[src/rtl/pipelined_cla_pkg.sv]
// Shared definitions for the pipelined carry-lookahead adder.
//   clog2       : ceiling log2 helper
//   pcla_ng     : number of GROUP-bit lookahead slices in a WIDTH-bit word
//   pcla_gps    : slices evaluated per pipeline stage
//   pcla_stage_t: inter-stage payload (low sum, remaining A/B, carry, sub, signs)
// The payload vectors are sized to PCLA_MAX_W so one type serves every
// WIDTH; unused upper bits stay zero and are pruned by synthesis.
package pipelined_cla_pkg;

    localparam int PCLA_MAX_W = 64;

    function automatic int clog2(input int v);
        int r;
        r = 0;
        while ((1 << r) < v) r++;
        return r;
    endfunction

    function automatic int pcla_ng(input int w, input int g);
        return w / g;
    endfunction

    function automatic int pcla_gps(input int w, input int g, input int s);
        return (w / g) / s;
    endfunction

    typedef struct packed {
        logic [PCLA_MAX_W-1:0] sum_lo;  // sum bits already produced, in place
        logic [PCLA_MAX_W-1:0] a_hi;    // A bits not yet added, right-aligned
        logic [PCLA_MAX_W-1:0] b_hi;    // (possibly inverted) B bits, right-aligned
        logic                  carry;   // carry into the next unprocessed slice
        logic                  sub;     // operation is a subtract
        logic                  sa;      // sign of A
        logic                  sb;      // sign of effective B
    } pcla_stage_t;

endpackage

[src/rtl/pipelined_cla_adder_cla_group.sv]
// cla_group: combinational GROUP-bit carry-lookahead slice.
//   a, b : slice operands
//   cin  : carry into bit 0
//   sum  : slice sum
//   cout : carry out of the top bit
module cla_group #(
    parameter int GROUP = 4
) (
    input  logic [GROUP-1:0] a,
    input  logic [GROUP-1:0] b,
    input  logic             cin,
    output logic [GROUP-1:0] sum,
    output logic             cout
);

    logic [GROUP-1:0] g;
    logic [GROUP-1:0] p;
    logic [GROUP:0]   c;

    assign g = a & b;
    assign p = a ^ b;

    // Carry into bit n in flattened lookahead form:
    // g[n-1] | p[n-1]g[n-2] | ... | p[n-1..0]cin
    function automatic logic la_carry(input logic [GROUP-1:0] gg,
                                      input logic [GROUP-1:0] pp,
                                      input logic ci, input int n);
        logic res;
        logic prod;
        res  = 1'b0;
        prod = 1'b1;
        for (int j = n - 1; j >= 0; j--) begin
            res  = res | (prod & gg[j]);
            prod = prod & pp[j];
        end
        return res | (prod & ci);
    endfunction

    for (genvar i = 0; i <= GROUP; i++) begin : g_carry
        assign c[i] = la_carry(g, p, cin, i);
    end

    assign sum  = p ^ c[GROUP-1:0];
    assign cout = c[GROUP];

endmodule

[src/rtl/pipelined_cla_adder.sv]
// pipelined_cla_adder: WIDTH-bit adder/subtractor split into GROUP-bit
// lookahead slices spread over STAGES register stages, with valid/ready
// handshakes and a bubble-collapsing pipeline.
//   clk, rst_n            : clock, asynchronous active-low reset
//   in_valid/in_ready     : operand handshake
//   in_a, in_b, in_cin    : operands and carry-in (cin ignored for subtract)
//   in_sub                : 1 selects A + ~B + 1
//   out_valid/out_ready   : result handshake
//   out_sum, out_cout     : result and unsigned carry-out (1 = no borrow)
//   out_ovf               : signed overflow
// Optional feature macro: PIPELINED_CLA_SAT_EN saturates out_sum on overflow.
module pipelined_cla_adder
    import pipelined_cla_pkg::*;
#(
    parameter int WIDTH  = 16,
    parameter int GROUP  = 4,
    parameter int STAGES = 2
) (
    input  logic             clk,
    input  logic             rst_n,
    input  logic             in_valid,
    output logic             in_ready,
    input  logic [WIDTH-1:0] in_a,
    input  logic [WIDTH-1:0] in_b,
    input  logic             in_cin,
    input  logic             in_sub,
    output logic             out_valid,
    input  logic             out_ready,
    output logic [WIDTH-1:0] out_sum,
    output logic             out_cout,
    output logic             out_ovf
);

    localparam int NG   = pcla_ng(WIDTH, GROUP);
    localparam int GPS  = pcla_gps(WIDTH, GROUP, STAGES);
    localparam int SW   = GPS * GROUP;   // bits handled per stage
    localparam int LAST = STAGES - 1;

    if (WIDTH % GROUP != 0) begin : g_bad_group
        $error("WIDTH must be a multiple of GROUP");
    end
    if (NG % STAGES != 0) begin : g_bad_stages
        $error("STAGES must divide WIDTH/GROUP");
    end
    if (WIDTH > PCLA_MAX_W) begin : g_bad_width
        $error("WIDTH exceeds PCLA_MAX_W");
    end

    // ---------------- handshake ----------------
    logic [STAGES-1:0] vld_q;
    logic [STAGES-1:0] adv;
    logic [STAGES-1:0] load;

    // Resolved from the output backwards so a full pipe still moves when
    // the downstream accepts.
    always_comb begin
        adv       = '0;
        adv[LAST] = vld_q[LAST] & out_ready;
        for (int k = LAST - 1; k >= 0; k--) begin
            adv[k] = vld_q[k] & (!vld_q[k+1] | adv[k+1]);
        end
    end

    assign in_ready = !vld_q[0] | adv[0];

    always_comb begin
        load    = '0;
        load[0] = in_valid & in_ready;
        for (int k = 1; k <= LAST; k++) begin
            load[k] = adv[k-1];
        end
    end

    always_ff @(posedge clk or negedge rst_n) begin
        if (!rst_n) vld_q <= '0;
        else        vld_q <= load | (vld_q & ~adv);
    end

    // ---------------- datapath ----------------
    logic [WIDTH-1:0] b_x;
    pcla_stage_t      in_p;
    pcla_stage_t      cur [STAGES];
    pcla_stage_t      nxt [STAGES];

    assign b_x = in_b ^ {WIDTH{in_sub}};

    always_comb begin
        in_p       = '0;
        in_p.a_hi  = PCLA_MAX_W'(in_a);
        in_p.b_hi  = PCLA_MAX_W'(b_x);
        in_p.carry = in_sub | in_cin;
        in_p.sub   = in_sub;
        in_p.sa    = in_a[WIDTH-1];
        in_p.sb    = b_x[WIDTH-1];
    end

    assign cur[0] = in_p;

    // Deposit this stage's sum bits and shift the consumed operand bits out.
    function automatic pcla_stage_t advance_stage(input pcla_stage_t c_in,
                                                  input logic [SW-1:0] s,
                                                  input logic co, input int k);
        pcla_stage_t r;
        r        = c_in;
        r.sum_lo = c_in.sum_lo | (PCLA_MAX_W'(s) << (k * SW));
        r.a_hi   = c_in.a_hi >> SW;
        r.b_hi   = c_in.b_hi >> SW;
        r.carry  = co;
        return r;
    endfunction

    for (genvar k = 0; k < STAGES; k++) begin : g_stage
        logic [GPS:0]  c;
        logic [SW-1:0] s;

        assign c[0] = cur[k].carry;

        for (genvar j = 0; j < GPS; j++) begin : g_grp
            cla_group #(.GROUP(GROUP)) u_grp (
                .a    (cur[k].a_hi[j*GROUP +: GROUP]),
                .b    (cur[k].b_hi[j*GROUP +: GROUP]),
                .cin  (c[j]),
                .sum  (s[j*GROUP +: GROUP]),
                .cout (c[j+1])
            );
        end

        assign nxt[k] = advance_stage(cur[k], s, c[GPS], k);

        if (k < LAST) begin : g_reg
            pcla_stage_t st_q;
            always_ff @(posedge clk or negedge rst_n) begin
                if (!rst_n)       st_q <= '0;
                else if (load[k]) st_q <= nxt[k];
            end
            assign cur[k+1] = st_q;
        end
    end

    // ---------------- final stage ----------------
    logic [WIDTH-1:0] res_raw;
    logic [WIDTH-1:0] sum_d, sum_q;
    logic             cout_d, cout_q;
    logic             ovf_d, ovf_q;
    logic             unused_last;

    assign res_raw = nxt[LAST].sum_lo[WIDTH-1:0];
    assign cout_d  = nxt[LAST].carry;
    assign ovf_d   = (nxt[LAST].sa == nxt[LAST].sb) & (res_raw[WIDTH-1] != nxt[LAST].sa);

`ifdef PIPELINED_CLA_SAT_EN
    // Overflow direction follows the common operand sign.
    assign sum_d = ovf_d ? {nxt[LAST].sa, {(WIDTH-1){!nxt[LAST].sa}}} : res_raw;
`else
    assign sum_d = res_raw;
`endif

    // Leftover payload fields past the last slice carry no information.
    assign unused_last = ^nxt[LAST];

    always_ff @(posedge clk or negedge rst_n) begin
        if (!rst_n) begin
            sum_q  <= '0;
            cout_q <= 1'b0;
            ovf_q  <= 1'b0;
        end else if (load[LAST]) begin
            sum_q  <= sum_d;
            cout_q <= cout_d;
            ovf_q  <= ovf_d;
        end
    end

    assign out_valid = vld_q[LAST];
    assign out_sum   = sum_q;
    assign out_cout  = cout_q;
    assign out_ovf   = ovf_q;

endmodule

[config.mk]
export PLATFORM = sky130hd
export DESIGN_NAME = pipelined_cla_adder
export DESIGN_NICKNAME = d
export VERILOG_FILES = /design/src/rtl/pipelined_cla_pkg.sv /design/src/rtl/pipelined_cla_adder_cla_group.sv /design/src/rtl/pipelined_cla_adder.sv
export SDC_FILE = /design/constraint.sdc
export NUM_CORES = 1
export LEC_CHECK = 0
export CORE_MARGIN = 1
export CORE_UTILIZATION = 30
export CTS_BUF_LIST = sky130_fd_sc_hd__clkbuf_16
export CTS_CLUSTER_SIZE = 16
export DETAILED_ROUTE_END_ITERATION = 6
export PLACE_DENSITY = 0.55
export SYNTH_ARGS = -nofsm -noshare
export SYNTH_HDL_FRONTEND = slang
export SYNTH_SLANG_ARGS = --single-unit
[constraint.sdc]
create_clock -name clk -period 2.3 [get_ports clk]
set_input_delay 0.46 -clock clk [delete_from_list [all_inputs] [get_ports clk]]
set_output_delay 0.46 -clock clk [all_outputs]
set_load 0.05 [all_outputs]
Word level (Yosys, flattened, before mapping):

Cells that the tools add are included.

* equality and inequality tests: 2
* bitwise operators: 128
* reductions and logical operators: 2

Operators by type and width (count)
* $and A1 B1 Y1: 68
* $or A1 B1 Y1: 43
* $xor A4 B4 Y4: 8
* $and A4 B4 Y4: 4
* $or A8 B16 Y16: 1
* $xor A16 B16 Y16: 1
* $and A2 B2 Y2: 1
* $logic_not A1 Y1: 2
* $not A2 Y2: 1
* $or A2 B2 Y2: 1
* $eq A1 B1 Y1: 1
* $ne A1 B1 Y1: 1

* register bits: 47
* output and inout bits: 20
* word-level logic and storage cells: 142

Depth between registers and ports, before layout:

Gate-level depths: netlist of run 1.

* depth after elaboration: 12
* depth in mapped cells: 11
* gate-level depth less buffers: 9

By module:

A second synthesis of run 1 with hierarchy kept.

* cell total of the unflattened synthesis: 183
* area, all modules: 2565.0 µm²

Modules (own cells, without submodules)
* pipelined_cla_adder: times used 1, cells an instance 119, area each 1989.4 µm², sequential area each 1126.1 µm²
* cla_group at g_stage[0].g_grp[0].u_grp ...: times used 3, cells an instance 17, area each 147.6 µm², sequential area each 0.0 µm²
* cla_group at g_stage[1].g_grp[1].u_grp: times used 1, cells an instance 13, area each 132.6 µm², sequential area each 0.0 µm²

Least setup slack after synthesis of run 1:

OpenSTA, ideal clock, no wires.

* path kind: input -> register
* start: in in_sub
* end: reg g_stage[0].g_reg.st_q (netlist bit cur[136])
* setup time: 0.083 ns
* arrival time: 2.532 ns
* data required time: 2.217 ns
* slack: -0.315 ns
* cell stages on the path: 10
* cells stage by stage: buf_6 buf_2 xor2_1 ha_1 a21oi_1 nand2_1 a21o_1 a21oi_1 fa_1 o21ai_0

* cells in the longest elaborated chain, start to end: 8

Ends and longest elaborated chain
* start, declared: RTL line pipelined_cla_adder.sv:26 `input logic in_sub,`
* $xor A16 B16 Y16: RTL line pipelined_cla_adder.sv:85 `assign b_x = in_b ^ {WIDTH{in_sub}};`
* $xor A4 B4 Y4 or $and A4 B4 Y4 (tied branches): RTL line pipelined_cla_adder_cla_group.sv:21, pipelined_cla_adder_cla_group.sv:20
* $and A1 B1 Y1 (on tied branches): RTL line pipelined_cla_adder_cla_group.sv:33, pipelined_cla_adder_cla_group.sv:34
* $or A1 B1 Y1, or another cell as far along (2 in series): RTL line pipelined_cla_adder_cla_group.sv:33 `res = res | (prod & gg[j]);`
* $or A1 B1 Y1 or $and A1 B1 Y1 (tied branches): RTL line pipelined_cla_adder_cla_group.sv:33, pipelined_cla_adder_cla_group.sv:36
* $or A1 B1 Y1: RTL line pipelined_cla_adder_cla_group.sv:36 `return res | (prod & ci);`
* $xor A4 B4 Y4 *: RTL line pipelined_cla_adder_cla_group.sv:43 `assign sum = p ^ c[GROUP-1:0];`
* end signal, assigned: RTL line pipelined_cla_adder.sv:134 `else if (load[k]) st_q <= nxt[k];`
* end, declared: RTL line pipelined_cla_adder.sv:131 `pcla_stage_t st_q;`

Every way passes the cells marked *; elsewhere a longest branch is shown, timed or not.
A chain may end at the register's enable or synchronous reset.

Worst setup path after layout of run 1:

* start: in in_b[0]
* end: reg g_stage[0].g_reg.st_q (netlist bit cur[136])

* cells in the longest elaborated chain, start to end: 6

Ends and longest elaborated chain
* start, declared: RTL line pipelined_cla_adder.sv:24 `input logic [WIDTH-1:0] in_b,`
* $xor A16 B16 Y16 *: RTL line pipelined_cla_adder.sv:85
* $and A4 B4 Y4 or $xor A4 B4 Y4 (tied branches): RTL line pipelined_cla_adder_cla_group.sv:20, pipelined_cla_adder_cla_group.sv:21
* $and A1 B1 Y1 (on tied branches): RTL line pipelined_cla_adder_cla_group.sv:33, pipelined_cla_adder_cla_group.sv:34
* $or A1 B1 Y1 or $and A1 B1 Y1 (tied branches): RTL line pipelined_cla_adder_cla_group.sv:33, pipelined_cla_adder_cla_group.sv:36
* $or A1 B1 Y1 *: RTL line pipelined_cla_adder_cla_group.sv:36
* $xor A4 B4 Y4 *: RTL line pipelined_cla_adder_cla_group.sv:43

Marked as above.

==> results of run 1 <==
layout make-up:
cell class                 instances  area (um^2)
sequential                        45         1126
inverter                           8        30.03
timing repair buffer              79        754.5
clock buffer                       5        125.1
tap                              102        127.6
clock inverter                     3        22.52
multi-input combinational        155         1225
fill                             776         4357
worst reg2reg max path, cell delays in order (launching register included):
cell and delay [ps]:
dfrtp_1 390, ha_1 310, a211oi_2 280, nor2_1 110
o21ai_0 160, nand2b_1 90, fa_1 420, mux2_2 260
worst paths after layout:
check,from,to,slack (ps),depth (start not counted)
max,in_b[0],cur[136],40,9
min,rst_n,out_sum[8],250,2
max reg2reg,cur[68],out_sum[12],160,7
min reg2reg,out_sum[8],out_sum[8],480,2
max in group asynchronous,rst_n,out_sum[0],1680,2
min in group clk,out_sum[8],out_sum[8],480,2
power groups by stage:
stage	sequential [mW]	clock, mW	combinational (mW)
after floorplan	1.62	0	0.529
after global placement	1.15	0	1.51
after detailed placement	1.16	0	1.52
after CTS	1.14	0.722	1.53
after global routing	1.17	0.746	1.65
final	1.14	0.696	1.52
registers in the layout, indices dropped and copies added, names as in the netlist:
name      flops
vld_q         2
cur          25
out_ovf       1
out_cout      1
out_sum      16
logic make-up (layout without fill, tap and decap cells):
kind of cell	Yosys count	in the layout	share of synthesized area
compound gates	47	47	0.1272
xor+xnor	27	27	0.09813
fa+ha+maj	20	20	0.1163
buf+inv	16	95	0.02959
flops	45	45	0.4673
mux	18	18	0.08360
simple gates	43	43	0.07789
placed cells by master, fill, tap and decap left out, drive strengths merged:
cell type	Yosys	final
o21ai	25	25
o211ai	1	1
o31a	1	1
ha	16	16
a41oi	1	1
o31ai	3	3
xor2	16	16
a21o	3	3
xnor2	11	11
clkbuf	4	5
or3	1	1
o21a	3	3
dlymetal6s2s	0	1
mux2	17	17
inv	8	8
a21oi	6	6
nand3	2	2
nor2b	1	1
a31oi	1	1
nand2	26	26
dlygate4sd2	0	1
nand2b	5	5
nor3	2	2
o32ai	1	1
mux2i	1	1
buf	4	24
clkinvlp	0	3
a211oi	2	2
nand3b	1	1
dfrtp	45	45
fa	4	4
nor2	5	5
clkdlybuf4s50	0	53
per-layer routing:
metal  part of all wire  global-route usage  routed length (um)
met1               0.45              0.1490                2031
met2               0.49              0.2024                2221
met3              0.045             0.02902                 202
met4             0.0096             0.03968                  43
met5                  0                   0                   0
cell usage after synthesis:
library cell / count / area share
o21ai_1: 17 / 0.035
nand3_1: 2 / 0.0042
buf_6: 1 / 0.0047
o32ai_2: 1 / 0.0068
xnor2_1: 11 / 0.040
mux2_1: 9 / 0.042
nand2b_1: 5 / 0.013
a41oi_2: 1 / 0.0068
clkbuf_1: 4 / 0.0062
nor3_1: 2 / 0.0042
ha_1: 16 / 0.083
a21oi_1: 5 / 0.010
mux2i_1: 1 / 0.0042
xor2_1: 16 / 0.058
o31ai_1: 2 / 0.0062
o21ai_0: 8 / 0.017
mux2_2: 8 / 0.037
buf_2: 3 / 0.0062
nor2_1: 5 / 0.0078
o31a_1: 1 / 0.0036
o211ai_2: 1 / 0.0052
inv_1: 8 / 0.012
nand3b_1: 1 / 0.0031
dfrtp_1: 45 / 0.47
a21oi_2: 1 / 0.0036
fa_1: 4 / 0.033
a31oi_1: 1 / 0.0026
a211oi_1: 2 / 0.0062
o21a_1: 3 / 0.0093
nor2b_1: 1 / 0.0026
nand2_1: 26 / 0.040
o31ai_2: 1 / 0.0052
a21o_1: 3 / 0.0093
or3_1: 1 / 0.0026
what timing repair did:
item                                    4_1_cts  5_1_grt
buffers inserted                              0        1
hold buffers                                  0        0
endpoints found under the setup margin        5        5
gates resized for setup                       1        2
pin swaps                                     0        7
metrics by stage:
step | utilization | std cells | setup TNS, ps | total power, mW
floorplan | - | 216 | -90.47 | 2.147
global placement | 0.4183 | 388 | -1581 | 2.661
detailed placement | 0.4183 | 388 | -1744 | 2.684
CTS | 0.4372 | 396 | 0 | 3.396
global route | 0.4391 | 397 | -70.22 | 3.568
finish | 0.4391 | 397 | 0 | 3.355
==> impl_metrics.toml, run 1 <==
[global_routing]
grt_usage = 0.1195
grt_pass1_vias = 1744
grt_max_degree = 46
overflow = 0
grt_pass1_wl_mm = 7.941
antenna_found_initial = 0

[route]
drc = 0
num_vias = 1718
routed_wl_mm = 4.498
wl_per_cell_um = 11.33
drt-initial-drc-count = 46
via_per_inst = 4.327
first_pass_iters = 4
ant_nets = 0

[critical_path]
max_stage_delay_ps = 470
worstPathCellList = "clkdlybuf4s50_1 > xor2_1 > ha_1 > o211ai_2 > nand2_1 > a21o_1 > a21oi_2 > fa_1 > o21ai_1"
critical-path-slowest-cell = "clkdlybuf4s50_1"
end_kind = "flip-flop"
start_kind = "input port"
cp.required_ps = 2510
cp.arrival_ps = 2470
crit_buf_inv = 1
path_class = "input port to flip-flop"
cpLargestDelayFamily = "adder cells"
path_max_fanout = 2

[timing]
fin_worst_skew_ps = 3.357
final.setup.worst_slack_ps = 38.98
grt_setup_unrepaired = "true"
worst_slew_pin_slew_ps = 541.2
fmax_mhz = 442.3
drv_slew = 0
setup_violations = 0
worst_hold_slack_ps = 252.0
finalCritPeriodShare = 0.9831
period_minus_slack_ps = 2261
finalHoldViolations = 0
slew_headroom = 0.6392

[die]
dieArea_um2 = 8395
initial_core_util = 0.3102
core_um2 = 7767
num_rows = 32
die_w_um = 91.63
die_y_um = 91.63
io_pins = 58

[power]
p_switching_mw = 1.309
peakVddDrop_uv = 333.8
swShare = 0.3903
p_per_area_nw_per_um2 = 983.7
p_comb_frac = 0.453
p_clk_frac = 0.207
p_leak_nw = 1.515
internal_power_mw = 2.046
seq_power_share = 0.339

[cts]
cts_buffers = 5
cts_tree = "yes"
cts_buffer_depth = 2
clkTransAtPathRegs_ps = 60
clockRootBuffer = "clkbuf_16"
clock-sinks = 45
clock_latency_ps = 280
cts_max_level = 2

[yosys]
synth_cell_types = 34
mappedNetlistNets = 274
syn-instance-count = 216
avgSynthCellArea_um2 = 11.16
syn_area_um2 = 2410
ys_seq_elements = 45
ys_seq_area_frac = 0.4673
yosysWarningCount = 0

[final_layout]
area_growth_pct = 41.54
final_nets = 352
drive_above_1_share = 0.1627
fin_area_um2 = 3411
n_antenna_cell = 0

[placement]
place_area_um2 = 3249
place_ws_ps = -393.7
routabilityCongestion = 0.7625
portBuffers = 57
dp_hpwl_mm = 3.423

[flow_run]
max_cap_viol_count = 0

[status]
outcome = "finished, final reports clean"

[hold_path]
hp-class = "input port to asynchronous set/reset pin"
Power figures use the tool's default switching activity.
==> run 2: changes to the inputs <==
==> constraint.sdc (replaced) <==
create_clock -name clk -period 2.3 [get_ports clk]
set_input_delay 0.23 -clock clk [delete_from_list [all_inputs] [get_ports clk]]
set_output_delay 0.23 -clock clk [all_outputs]
set_load 0.05 [all_outputs]
==> impl_metrics.toml, run 2 (synthesized netlist as in run 1, its figures left out) <==
[route]
via_per_inst = 4.330
routed_wl_mm = 4.705
drc = 0
first_pass_iters = 4
wl_per_cell_um = 12.03
num_vias = 1693
ant_nets = 0
drt-initial-drc-count = 58

[cts]
cts_buffers = 5
cts_hold_buffers = 0
cts_tree = "yes"
cts_buffer_depth = 2
clkTransAtPathRegs_ps = 60
postCtsSetupBuffers = 0
clock_latency_ps = 270
cts_max_level = 2
clockRootBuffer = "clkbuf_16"
cts_resized = 0
clock-sinks = 45

[die]
dieArea_um2 = 8395
die_w_um = 91.63
io_pins = 58
die_y_um = 91.63
core_um2 = 7767
initial_core_util = 0.3102
num_rows = 32

[placement]
portBuffers = 57
dp_hpwl_mm = 3.687
place_area_um2 = 3209
routabilityCongestion = 0.8162

[final_layout]
ff_latch_area_um2 = 1126
final_common_cell = "clkdlybuf4s50_1"
drive_above_1_share = 0.1349
fillers = 781
n_antenna_cell = 0
fin_area_um2 = 3349
final_nets = 347
area_growth_pct = 38.99
largest_register_ffs = 25
mostFrequentLayoutCells = "clkdlybuf4s50_1 (55), dfrtp_1 (45), nand2_1 (26), o21ai_1 (17)"
multiInputGateArea_um2 = 1225

[status]
violations = "negative hold slack"
outcome = "finished, violations left"

[timing]
worst_slew_pin_slew_ps = 674.1
slew_headroom = 0.5506
period_minus_slack_ps = 2139
worst_hold_slack_ps = -9.809
fmax_mhz = 467.6
drv_slew = 0
grt_setup_unrepaired = "true"
setup_violations = 0
finalCritPeriodShare = 0.9299
fin_worst_skew_ps = 4.012
finalHoldViolations = 28

[critical_path]
worstPathCellList = "clkdlybuf4s50_1 > xor2_1 > ha_1 > a21oi_2 > nand2_1 > a21o_1 > a21oi_2 > fa_1 > o21ai_0"
crit_top_cell = "a21oi_2"
path_class = "input port to flip-flop"
cp.arrival_ps = 2340
cp-startpoint = "in_b[1]"
critical-path-slowest-cell = "clkdlybuf4s50_1"
cp.required_ps = 2500
end_kind = "flip-flop"
r2r-start = "cur[68]"
max_stage_delay_ps = 490
path_max_fanout = 3
ff2ff_path_depth = 7
start_kind = "input port"

[global_routing]
grt_usage = 0.1255
grt_pass1_vias = 1809
grt_pass1_wl_mm = 8.293
overflow = 0
grt_max_degree = 43
antenna_found_initial = 0

[power]
p_per_area_nw_per_um2 = 982.9
peakVddDrop_uv = 264.7
p_leak_nw = 1.490
totalPowerFinal_mw = 3.292

[flow_run]
max_cap_viol_count = 0

[hold_path]
hp-class = "input port to asynchronous set/reset pin"
[run 2: changes by cell type in the layout (fill, tap and decap cells not counted), sizes merged]
cell	delta
inv	+1
dlygate4sd2	-1
clkinv	+1
clkdlybuf4s50	+2
clkinvlp	-3
buf	-6
[run 2: layout make-up]
| class | instances | area share |
|---|---|---|
| repair buffers | 74 | 0.2114 |
| clock inverters | 2 | 0.002241 |
| clock buffers | 5 | 0.03736 |
| flip-flops and latches | 45 | 0.3362 |
| well taps | 102 | 0.03810 |
| multi-input cells | 155 | 0.3657 |
| inverters | 8 | 0.008965 |
[run 2: final timing paths]
path,endpoint,slack [ps]
setup / recovery,cur[136],160
hold / removal,out_sum[15],-10
setup reg to reg,out_sum[12],160
hold reg to reg,out_sum[13],480
max in group asynchronous,out_sum[3],1720
min in group clk,out_sum[13],480
[run 2: worst max-delay path, delay by kind of cell]
kind / cells / cell delay (ps)
AND/OR/NAND/NOR: 1 / 80
AO/OA/AOI/OAI: 4 / 670
adder cells (fa/ha/maj): 2 / 710
XOR/XNOR: 1 / 160
buffers and inverters: 1 / 490
[run 2: power by group]
part | switching (mW) | total, mW | leakage, nW | internal [mW]
clock | 0.262 | 0.650 | 0.0685 | 0.388
combinational | 0.885 | 1.50 | 0.880 | 0.616
sequential | 0.125 | 1.14 | 0.542 | 1.02
total | 1.27 | 3.29 | 1.49 | 2.02
[run 2: metal layers]
layer | vias to the layer above | part of all wire | track usage
li1 | 881 | - | -
met1 | 777 | 0.48 | 0.1631
met2 | 33 | 0.49 | 0.2112
met3 | 2 | 0.027 | 0.02073
met4 | 0 | 0.0055 | 0.04365
met5 | - | 0 | 0
[run 2: stage by stage]
step / hold slack [ps] / setup TNS, ps / utilization / setup slack, ps / cells
6_report: -9.809 / 0 / 0.4312 / 161.3 / 391
5_1_grt: 41.85 / -2.191 / 0.4312 / -2.191 / 391
4_1_cts: 3.720 / 0 / 0.4303 / 32.01 / 391
3_5_place_dp: 302.9 / -770.4 / 0.4132 / -248.8 / 384
3_3_place_gp: 307.7 / -544.2 / 0.4132 / -196.7 / 384
2_1_floorplan: -65.59 / 0 / - / 23.18 / 216
